File: src/rtl/usb_frame_parser.sv
// usb_frame_parser
//   Byte-stream parser behind the FT245R read engine. Locks onto a run of
//   HEADER_KEY_SYMBOL bytes, decodes the payload as big-endian address/data
//   word pairs (one register write per pair) and closes the frame on a run of
//   TRAILER_KEY_SYMBOL bytes. Bad trailers and inter-byte silence abort the
//   frame with an error pulse and code.
// Ports:
//   clk, reset          clock, asynchronous active-high reset
//   rx_data, rx_valid   received byte and its one-cycle strobe
//   reg_wr              one-cycle write strobe; reg_addr/reg_data held after
//   frame_done          one-cycle pulse, good trailer received
//   frame_error         one-cycle pulse, frame aborted
//   error_code          01 trailer mismatch, 10 timeout, 00 after frame_done
//   pair_count          writes in current/last frame, saturating
//   in_frame            high whenever the parser is not hunting for a header
module usb_frame_parser #(
  parameter int unsigned HEADER_KEY_SYMBOL         = 85,
  parameter int unsigned HEADER_KEY_SYMBOL_NUMBER  = 12,
  parameter int unsigned TRAILER_KEY_SYMBOL        = 170,
  parameter int unsigned TRAILER_KEY_SYMBOL_NUMBER = 8,
  parameter int unsigned WORD_WIDTH                = 16,
  parameter int unsigned TIMEOUT_CYCLES            = 65535
) (
  input  logic                  clk,
  input  logic                  reset,
  input  logic [7:0]            rx_data,
  input  logic                  rx_valid,
  output logic                  reg_wr,
  output logic [WORD_WIDTH-1:0] reg_addr,
  output logic [WORD_WIDTH-1:0] reg_data,
  output logic                  frame_done,
  output logic                  frame_error,
  output logic [1:0]            error_code,
  output logic [15:0]           pair_count,
  output logic                  in_frame
);

  localparam logic [2:0] HUNT    = 3'd0;
  localparam logic [2:0] ADDR_H  = 3'd1;
  localparam logic [2:0] ADDR_L  = 3'd2;
  localparam logic [2:0] DATA_H  = 3'd3;
  localparam logic [2:0] DATA_L  = 3'd4;
  localparam logic [2:0] TRAILER = 3'd5;

  localparam int HW = $clog2(HEADER_KEY_SYMBOL_NUMBER + 1);
  localparam int TW = $clog2(TRAILER_KEY_SYMBOL_NUMBER + 1);
  localparam int IW = $clog2(TIMEOUT_CYCLES + 1);

  localparam logic [7:0]    HDR_SYM   = 8'(HEADER_KEY_SYMBOL);
  localparam logic [7:0]    TRL_SYM   = 8'(TRAILER_KEY_SYMBOL);
  localparam logic [HW-1:0] HDR_LAST  = HW'(HEADER_KEY_SYMBOL_NUMBER - 1);
  localparam logic [TW-1:0] TRL_LAST  = TW'(TRAILER_KEY_SYMBOL_NUMBER - 1);
  localparam logic [IW-1:0] IDLE_LAST = IW'(TIMEOUT_CYCLES - 1);

  logic [2:0]    state;
  logic [HW-1:0] hdr_cnt;
  logic [TW-1:0] trl_cnt;
  logic [IW-1:0] idle_cnt;
  logic [7:0]    addr_h, addr_l, data_h;

  always_ff @(posedge clk or posedge reset) begin
    if (reset) begin
      state       <= HUNT;
      hdr_cnt     <= '0;
      trl_cnt     <= '0;
      idle_cnt    <= '0;
      addr_h      <= '0;
      addr_l      <= '0;
      data_h      <= '0;
      reg_wr      <= 1'b0;
      reg_addr    <= '0;
      reg_data    <= '0;
      frame_done  <= 1'b0;
      frame_error <= 1'b0;
      error_code  <= '0;
      pair_count  <= '0;
      in_frame    <= 1'b0;
    end else begin
      reg_wr      <= 1'b0;
      frame_done  <= 1'b0;
      frame_error <= 1'b0;

      if (state == HUNT) begin
        idle_cnt <= '0;
        if (rx_valid) begin
          if (rx_data == HDR_SYM) begin
            if (hdr_cnt == HDR_LAST) begin
              hdr_cnt    <= '0;
              pair_count <= '0;
              state      <= ADDR_H;
              in_frame   <= 1'b1;
            end else begin
              hdr_cnt <= hdr_cnt + 1'b1;
            end
          end else begin
            hdr_cnt <= '0;
          end
        end
      end else if (rx_valid) begin
        // A byte always beats a timeout expiring in the same cycle.
        idle_cnt <= '0;
        case (state)
          // trl_cnt is always 0 in ADDR_H, so a trailer symbol there is
          // handled exactly like the first trailer byte.
          ADDR_H, TRAILER: begin
            if (rx_data == TRL_SYM) begin
              if (trl_cnt == TRL_LAST) begin
                trl_cnt    <= '0;
                frame_done <= 1'b1;
                error_code <= 2'b00;
                state      <= HUNT;
                in_frame   <= 1'b0;
              end else begin
                trl_cnt <= trl_cnt + 1'b1;
                state   <= TRAILER;
              end
            end else if (state == TRAILER) begin
              trl_cnt     <= '0;
              frame_error <= 1'b1;
              error_code  <= 2'b01;
              state       <= HUNT;
              in_frame    <= 1'b0;
            end else begin
              addr_h <= rx_data;
              state  <= ADDR_L;
            end
          end
          ADDR_L: begin
            addr_l <= rx_data;
            state  <= DATA_H;
          end
          DATA_H: begin
            data_h <= rx_data;
            state  <= DATA_L;
          end
          DATA_L: begin
            reg_addr <= WORD_WIDTH'({addr_h, addr_l});
            reg_data <= WORD_WIDTH'({data_h, rx_data});
            reg_wr   <= 1'b1;
            if (pair_count != '1) pair_count <= pair_count + 16'd1;
            state    <= ADDR_H;
          end
          default: begin
            state    <= HUNT;
            in_frame <= 1'b0;
          end
        endcase
      end else if (idle_cnt == IDLE_LAST) begin
        // This idle cycle brings the count to TIMEOUT_CYCLES.
        idle_cnt    <= '0;
        trl_cnt     <= '0;
        frame_error <= 1'b1;
        error_code  <= 2'b10;
        state       <= HUNT;
        in_frame    <= 1'b0;
      end else begin
        idle_cnt <= idle_cnt + 1'b1;
      end
    end
  end

endmodule

File: config.mk
export PLATFORM = sky130hd
export DESIGN_NAME = usb_frame_parser
export DESIGN_NICKNAME = d
export VERILOG_FILES = /design/src/rtl/usb_frame_parser.sv
export SDC_FILE = /design/constraint.sdc
export NUM_CORES = 1
export LEC_CHECK = 0
export BUFFER_PORTS_ARGS = -buffer_cell sky130_fd_sc_hd__buf_2
export CAP_MARGIN = 10
export CORE_MARGIN = 4
export CORE_UTILIZATION = 61
export DETAILED_ROUTE_END_ITERATION = 6
export PLACE_DENSITY = 0.91
export SLEW_MARGIN = 0
export SYNTH_ARGS = -nofsm -noshare
export SYNTH_HDL_FRONTEND = slang
export SYNTH_SLANG_ARGS = --single-unit
File: constraint.sdc
create_clock -name clk -period 8.8 [get_ports clk]
set_clock_uncertainty 0.15 [all_clocks]
set_input_delay 1.76 -clock clk [delete_from_list [all_inputs] [get_ports clk]]
set_output_delay 1.76 -clock clk [all_outputs]
set_load 0.1 [all_outputs]
# --- After elaboration in Yosys (flattened, before gate mapping) ---
# Cells that the tools add are included.
totals:
  output_inout_bits: 54
  regBits: 105
  word_cells: 116
classes:
  n_bitwise: 3
  n_eq_ne: 20
  n_reduce_logical: 16
  n_mux: 58
  n_addsub: 4
op_table:
  columns: ["operator", "count"]
  rows:
  - ["16-bit two-way mux", 10]
  - ["16-bit by 1-bit adder with 16-bit output, second input constant", 2]
  - ["4-bit two-way mux", 8]
  - ["3-bit two-way mux", 8]
  - ["1-bit two-way mux", 23]
  - ["16-bit == test, second input constant", 1]
  - ["16-bit != test, second input constant", 1]
  - ["5-bit AND reduction", 3]
  - ["2-bit two-way mux", 7]
  - ["3-bit one-hot mux with 4 select lines", 1]
  - ["5-bit != test, second input constant", 2]
  - ["3-bit AND reduction", 3]
  - ["4-bit by 1-bit adder with 4-bit output, second input constant", 2]
  - ["8-bit by 7-bit == test with 1-bit output, second input constant", 1]
  - ["8-bit == test, second input constant", 1]
  - ["4-bit AND reduction", 2]
  - ["7-bit AND reduction", 1]
  - ["3-bit by 2-bit == test with 1-bit output, second input constant", 2]
  - ["3-bit == test, second input constant", 2]
  - ["2-bit by 1-bit != test with 1-bit output, second input constant", 3]
  - ["3-bit by 2-bit != test with 1-bit output, second input constant", 2]
  - ["2-bit nonzero test", 3]
  - ["4-bit by 3-bit == test with 1-bit output, second input constant", 1]
  - ["4-bit == test, second input constant", 1]
  - ["9 further kinds", 11]

# --- Longest topological paths before layout ---
# Gate-level depths: netlist of the first run.
depth:
  word_depth: 6
  depth_mapped: 7

# --- Worst setup path before layout of the first run ---
# Ideal clock, no wire load.
synth_path:
  kind: "in2reg"
  from: "input rx_data[6]"
  to: "register addr_h[0]"
  path_stages: 5
  arrival_time_ns: 2.930
  setup_ns: 0.125
  slack_ns: 5.596
  path_cell_list: "and4bb_2 -> and2_1 -> clkbuf_1 -> nor2_2 -> mux2_2"
synth_between:
  elab_chain_cells: 3
synth_rtl:
  columns: ["element", "line_no", "rtl"]
  rows:
  - ["start: declaration", "26", "input logic [7:0] rx_data,"]
  - ["8-bit == test", "106", "if (rx_data == TRL_SYM) begin"]
  - ["1-bit inverter (no source line)", null, null]
  - ["5-bit AND reduction (no source line)", null, null]
  - ["end signal: assignment", "124", "addr_h <= rx_data;"]
  - ["end: declaration", "59", "logic [7:0] addr_h, addr_l, data_h;"]
# Every way passes these cells.
# A chain may end at the register's enable or synchronous reset.

# --- Worst setup path after layout of the first run ---
layout_path:
  from: "input rx_valid"
  to: "register addr_l[1]"
layout_between:
  elab_chain_cells: 1
layout_rtl:
  columns: ["element", "line_no", "rtl"]
  rows:
  - ["start: declaration", "27", "input logic rx_valid,"]
  - ["3-bit AND reduction (no source line)", null, null]
  - ["end signal: assignment", "129", "addr_l <= rx_data;"]
  - ["end: declaration", "59", null]
# Every way passes these cells.

==> results of run 1 <==
per-stage QoR:
step	total power (uW)	instance area (um2)
floorplan	502	4720
global placement	510	5110
detailed placement	511	5110
CTS	798	5300
global route	824	5300
finish	791	5300
worst max-delay path, stage by stage:
cell	delay (ns)
buf_2	0.26
nor2b_1	0.24
and2_1	0.19
nor2b_1	0.59
mux2_2	0.41
cell families after synthesis:
kind of cell / after synthesis / synth area share [%]
AO/OA/AOI/OAI: 54 / 8.13
XOR/XNOR: 16 / 2.97
adder cells (fa/ha/maj): 5 / 1.32
buffers and inverters: 24 / 2.31
flip-flops: 105 / 55.6
multiplexers: 20 / 4.77
AND/OR/NAND/NOR: 250 / 24.9
cell type report:
cell class | instances | area (um2)
Clock inverter | 6 | 66.3
Inverter | 7 | 28.8
Clock buffer | 9 | 124
Timing Repair Buffer | 67 | 343
Sequential cell | 105 | 2630
Tap cell | 99 | 124
Multi-Input combinational cell | 345 | 1990
Fill cell | 537 | 2070
where the power goes:
| group | leakage, uW | internal, uW | total [uW] | switching, uW |
|---|---|---|---|---|
| registers | 0.00146 | 482 | 482 | 0.0156 |
| logic | 0.00125 | 3.31 | 18.4 | 15.1 |
| clock network | 0.0000998 | 132 | 290 | 159 |
layout by cell type, fill, tap and decap left out, types with 6 or more instances in the layout:
cell,n
a31oi_1,8
and3_1,6
buf_2,64
clkbuf_8,9
dfrtp_1,105
inv_1,6
mux2_2,20
nand2_1,136
nand3_1,16
nand4_1,10
nor2_1,39
nor3_1,11
o21ai_0,16
xnor2_1,6
xor2_1,10
final timing paths:
kind | from | to | slack, ns | depth (start not counted)
setup / recovery | rx_valid | addr_l[1] | 5.44 | 5
hold / removal | reg_data[6] | reg_data[6] | 0.32 | 2
setup reg to reg | pair_count[0] | pair_count[12] | 6.63 | 5
hold reg to reg | reg_data[6] | reg_data[6] | 0.32 | 2
max in group asynchronous | reset | reg_data[12] | 6.05 | 3
min in group asynchronous | reset | pair_count[3] | 1.31 | 2
per-layer routing:
metal,global-route usage (%),vias up,part of all wire [%]
met5,0,-,0
met4,6.16,0,1.3
met3,4.69,18,5.6
met2,38.0,132,50
met1,29.7,1814,43
li1,-,1733,-
registers in the layout, indices dropped and copies added (netlist names):
signal and count:
idle_cnt 16, pair_count 16, reg_addr 16, reg_data 16, addr_h 8, addr_l 8
data_h 8, hdr_cnt 4, trl_cnt 4, state 3, error_code 2, frame_done 1
frame_error 1, in_frame 1, reg_wr 1
==> results.txt, run 1 <==
run status = finished clean
leakage power = 0.00281 uW
unrepaired setup endpoints after global routing = no
P&R area growth vs syn = 12.2%
area of the placeable core = 7370 um2
Final ANT Viol Nets = 0
number of max-slew violations in the final report = 0
wire length of the first global-routing pass = 16.3 mm
sum of net half-perimeters after detailed placement = 6.94 mm
number of antenna diodes = 0
cells taking the most area after synthesis = dfrtp_1, nand2_1, mux2_2
number of violations reported at the end of detailed-routing iteration 0 = 159
maximum achievable frequency = 298 MHz
TritonCTS clock tree = done
post-route non-filler standard cell count = 638
worst slew margin relative to its limit = 52.6%
buffer cell driving the clock tree root = clkbuf_8
Yosys top cell area share = 55.6%
number of hold-repair buffers added at the cts stage = 0
number of global-route vias before repair = 3503
final estimated routing congestion in global placement = 0.887
actual transition at the worst max-transition pin = 0.710 ns
sequential area share after synthesis = 55.6%
sum of negative setup slack = 0 ns
power density over the cells = 149 nW/um2
proportion of synthesized flip-flops having asynchronous set or reset = 100%
reported max-cap violation count = 0
Distinct cells, synth = 52
Net Count, Synth = 490
Arrival @ worst endpoint = 3.46 ns
Synth Instances = 474
Post-synth top flop = dfrtp_1
startpoint types = input port
VDD IR max = 88.8 uV
antenna violations before repair = 0
initial core utilization = 64.1%
first-pass iteration count of the detailed router = 5
final worst path period need = 3.36 ns
total setup violations reported at the end of the flow = 0
number of enable flip-flop cells after synthesis = 0
Total Die Area = 9210 um2
largest buffer count on any clock path = 2
pre-CTS worst setup slack = 5.08 ns
total wire length = 9.69 mm
Mapped Avg Cell Area = 9.96 um2
least setup slack across all paths after layout = 5.44 ns
required time at the endpoint of the critical path = 8.90 ns
largest net degree at the start of global routing = 55
top post-synthesis cells by count = nand2_1, dfrtp_1, nor2_1
detail-routed net length per standard cell = 15.2 um
category of the critical setup timing path = in -> reg
share of the core filled with cells in the final layout = 71.9%
ports placed on the boundary = 65
largest driver fanout on the critical path = 18
number of nets in the layout = 551
number of synthesized register bits = 105
Final Cycle Share = 38.2%
die span in y = 96.0 um
Placement Rows = 31
die width = 96.0 um
total global routing overflow = 0
residual DRC count = 0
clock input transition at the sequential cells of the worst setup and hold paths = 0.09 ns
number of clock buffers inserted by TritonCTS = 9
number of port buffers = 64
worst hold-check slack = 0.324 ns
buffer count from post-CTS setup fixing = 0
DR vias/cell = 5.79
H-Tree Level Count = 3
post-synthesis instance area = 4720 um2
most instantiated library cell after synthesis = nand2_1
post-cts repair resize count = 0
class of the tightest hold or removal check = reg -> reg
share of final-layout standard cells stronger than drive strength 1 = 21.2%
Worst-Skew Late Latency = 0.37 ns
element type at the critical path end = register
vias after detailed routing = 3697
library cell with the largest summed area after synthesis = dfrtp_1
clock sink count = 105
cell count after placement = 623
Total Routing Usage GR = 22.6%
number of warning messages in the yosys log = 0
number of hold violations in the final report = 0
No activity file was read; power rests on OpenSTA's default activity.
==> run 2, diff against run 1 <==
--- a/config.mk
+++ b/config.mk
@@ -5,12 +5,13 @@
 export SDC_FILE = /design/constraint.sdc
 export NUM_CORES = 1
 export LEC_CHECK = 0
+export ABC_AREA = 1
 export BUFFER_PORTS_ARGS = -buffer_cell sky130_fd_sc_hd__buf_2
 export CAP_MARGIN = 10
 export CORE_MARGIN = 4
-export CORE_UTILIZATION = 61
+export CORE_UTILIZATION = 52
 export DETAILED_ROUTE_END_ITERATION = 6
-export PLACE_DENSITY = 0.91
+export PLACE_DENSITY = 0.83
 export SLEW_MARGIN = 0
 export SYNTH_ARGS = -nofsm -noshare
 export SYNTH_HDL_FRONTEND = slang
==> constraint.sdc (replaced) <==
create_clock -name clk -period 2.8 [get_ports clk]
set_clock_uncertainty 0.15 [all_clocks]
set_input_delay 0.56 -clock clk [delete_from_list [all_inputs] [get_ports clk]]
set_output_delay 0.56 -clock clk [all_outputs]
set_load 0.1 [all_outputs]
==> results.txt, run 2 <==
part of the power in combinational logic = 49.3%
number of nets in the layout = 669
Final ANT Viol Nets = 0
largest buffer count on any clock path = 2
required time at the endpoint of the critical path = 2.09 ns
Placed Instance Area = 5290 um2
H-Tree Level Count = 3
maximum achievable frequency = 484 MHz
Post-synth top flop = dfrtp_1
library cell with the largest summed area after synthesis = dfrtp_1
worst hold-check slack = 0.193 ns
number of max-slew violations in the final report = 0
Net Count, Synth = 606
DR vias/cell = 5.24
post-synthesis instance area = 4880 um2
cells taking the most area after synthesis = dfrtp_1, nand2_1, o21ai_0
largest driver fanout on the critical path = 7
antenna violations before repair = 1
leading cell types in the layout, fill and taps excluded = nand2_1, dfrtp_1, buf_2
die span in y = 105 um
leading cell type in the layout, fill and taps excluded = nand2_1
VDD IR max = 807 uV
first-pass iteration count of the detailed router = 5
sum of negative setup slack = 0 ns
cell count after placement = 753
endpoint of the most critical register-to-register path = pair_count[1]
Mapped Avg Cell Area = 8.28 um2
power density over the cells = 1130 nW/um2
buffer count from post-CTS setup fixing = 0
unrepaired setup endpoints after global routing = no
Total Die Area = 11000 um2
Distinct cells, synth = 29
detail-routed net length per standard cell = 14.1 um
number of warning messages in the yosys log = 0
startpoint types = register
crit-path max cell delay = 0.50 ns
P&R area growth vs syn = 12.3%
number of synthesized register bits = 105
Synth Instances = 590
final worst path period need = 2.07 ns
total wire length = 10.9 mm
class of the tightest hold or removal check = in -> async
total global routing overflow = 0
vias after detailed routing = 4037
number of port buffers = 64
Arrival @ worst endpoint = 1.36 ns
crit-path cells = buf_2
sum of net half-perimeters after detailed placement = 7.58 mm
actual transition at the worst max-transition pin = 0.652 ns
residual DRC count = 0
buffer cell driving the clock tree root = clkbuf_8
number of enable flip-flop cells after synthesis = 0
number of clock buffers inserted by TritonCTS = 9
ports placed on the boundary = 65
sequential power share = 36.2%
Register-to-Register Setup Slack = 0.77 ns
number of violations reported at the end of detailed-routing iteration 0 = 202
worst slew margin relative to its limit = 56.4%
pre-CTS worst setup slack = 0.593 ns
net switching component of the power = 3420 uW
buffering stage count on the worst path with inverters included = 1
proportion of synthesized flip-flops having asynchronous set or reset = 100%
initial core utilization = 53.1%
top post-synthesis cells by count = nand2_1, dfrtp_1, inv_1, nor2_1, o21ai_0
cell class contributing the biggest share of worst-path delay = flip-flops
category of the critical setup timing path = reg -> out
most instantiated library cell after synthesis = nand2_1
largest net degree at the start of global routing = 106
cell depth of the worst flop-to-flop path = 7
run status = finished clean
die width = 105 um
area of all placed cells without fillers = 5480 um2
Int Power = 2780 uW
Final Cycle Share = 73.8%
clock input transition at the sequential cells of the worst setup and hold paths = 0.10 ns
Total Routing Usage GR = 21.0%
Placement Rows = 35
reported max-cap violation count = 0
number of hold violations in the final report = 0
Yosys top cell area share = 53.8%
area of the placeable core = 9200 um2
number of hold-repair buffers added at the cts stage = 0
origin of the critical flop-to-flop path = state[1]
sequential area share after synthesis = 53.8%
number of global-route vias before repair = 4078
layout filler cell count = 812
element type at the critical path end = primary output
share of final-layout standard cells stronger than drive strength 1 = 16.7%
final estimated routing congestion in global placement = 0.851
wire length of the first global-routing pass = 19.0 mm
crit path max-delay cell type = dfrtp_1
leakage power = 0.00296 uW
least setup slack across all paths after layout = 0.734 ns
post-route non-filler standard cell count = 770
clock sink count = 105
Worst-Skew Late Latency = 0.37 ns
total setup violations reported at the end of the flow = 0
net switching fraction of the power = 55.2%
clock group share of total power = 14.5%
TritonCTS clock tree = done
post-cts repair resize count = 0
==> run 2: changes by cell type in the layout (fill, tap and decap cells not counted), sizes merged, moves of 5 or more <==
cell,change
nand2,+103
inv,+45
o21ai,+30
mux2,-20
nor2,+14
nand3,+13
a31oi,-8
and3,-6
nor3,-6
and2,-5
nand4,-5
xor2,+5
==> run 2: how the worst max path moves through the flow <==
stage / from / end / cells after the start / slack, ns
after global placement: rx_data[4] / in_frame / 13 / 0.64
after global routing: state[1] / pair_count[14] / 7 / 0.62
after CTS: pair_count[6] / pair_count[6] / 1 / 0.73
after floorplan: pair_count[0] / pair_count[6] / 10 / 0.31
final: pair_count[6] / pair_count[6] / 1 / 0.73
after detailed placement: rx_data[0] / in_frame / 13 / 0.59
==> run 2: cells by family after synthesis <==
group / share of synthesized area [%]
DFF: 53.8
adders and majority gates: 1.28
AOI/OAI and AO/OA: 5.84
and+or+nand+nor: 29.5
xor gates and xnor gates: 3.95
buffers and inverters: 5.64
==> run 2: cell type report <==
cell class | count | area, um2 | area share [%]
Sequential cell | 105 | 2630 | 47.9
Multi-Input combinational cell | 419 | 1980 | 36.1
Timing Repair Buffer | 66 | 348 | 6.34
Inverter | 52 | 199 | 3.63
Tap cell | 111 | 139 | 2.53
Clock buffer | 9 | 124 | 2.26
Clock inverter | 7 | 63.8 | 1.16
Antenna cell | 1 | 2.50 | 0.0456
==> run 2: metal layers <==
layer | share of wire, % | GRT usage, % | vias up
met2 | 48 | 34.8 | 118
met3 | 5.7 | 5.25 | 24
met4 | 1.7 | 6.00 | 0
li1 | - | - | 1968
met1 | 44 | 27.6 | 1927
met5 | 0 | 0 | -
==> run 2: power groups by stage <==
stage          Combinational, uW  Clock, uW  Sequential, uW
5_1_grt                     3260        982            2300
2_1_floorplan                763          0            4040
3_5_place_dp                3070          0            2260
6_report                    3060        901            2240
3_3_place_gp                3020          0            2250
4_1_cts                     3080        927            2240
==> run 2: through the flow <==
step / total power, uW / util (%)
floorplan: 4800 / -
global placement: 5260 / 57.6
detailed placement: 5330 / 57.6
CTS: 6240 / 59.6
global route: 6530 / 59.6
finish: 6200 / 59.6
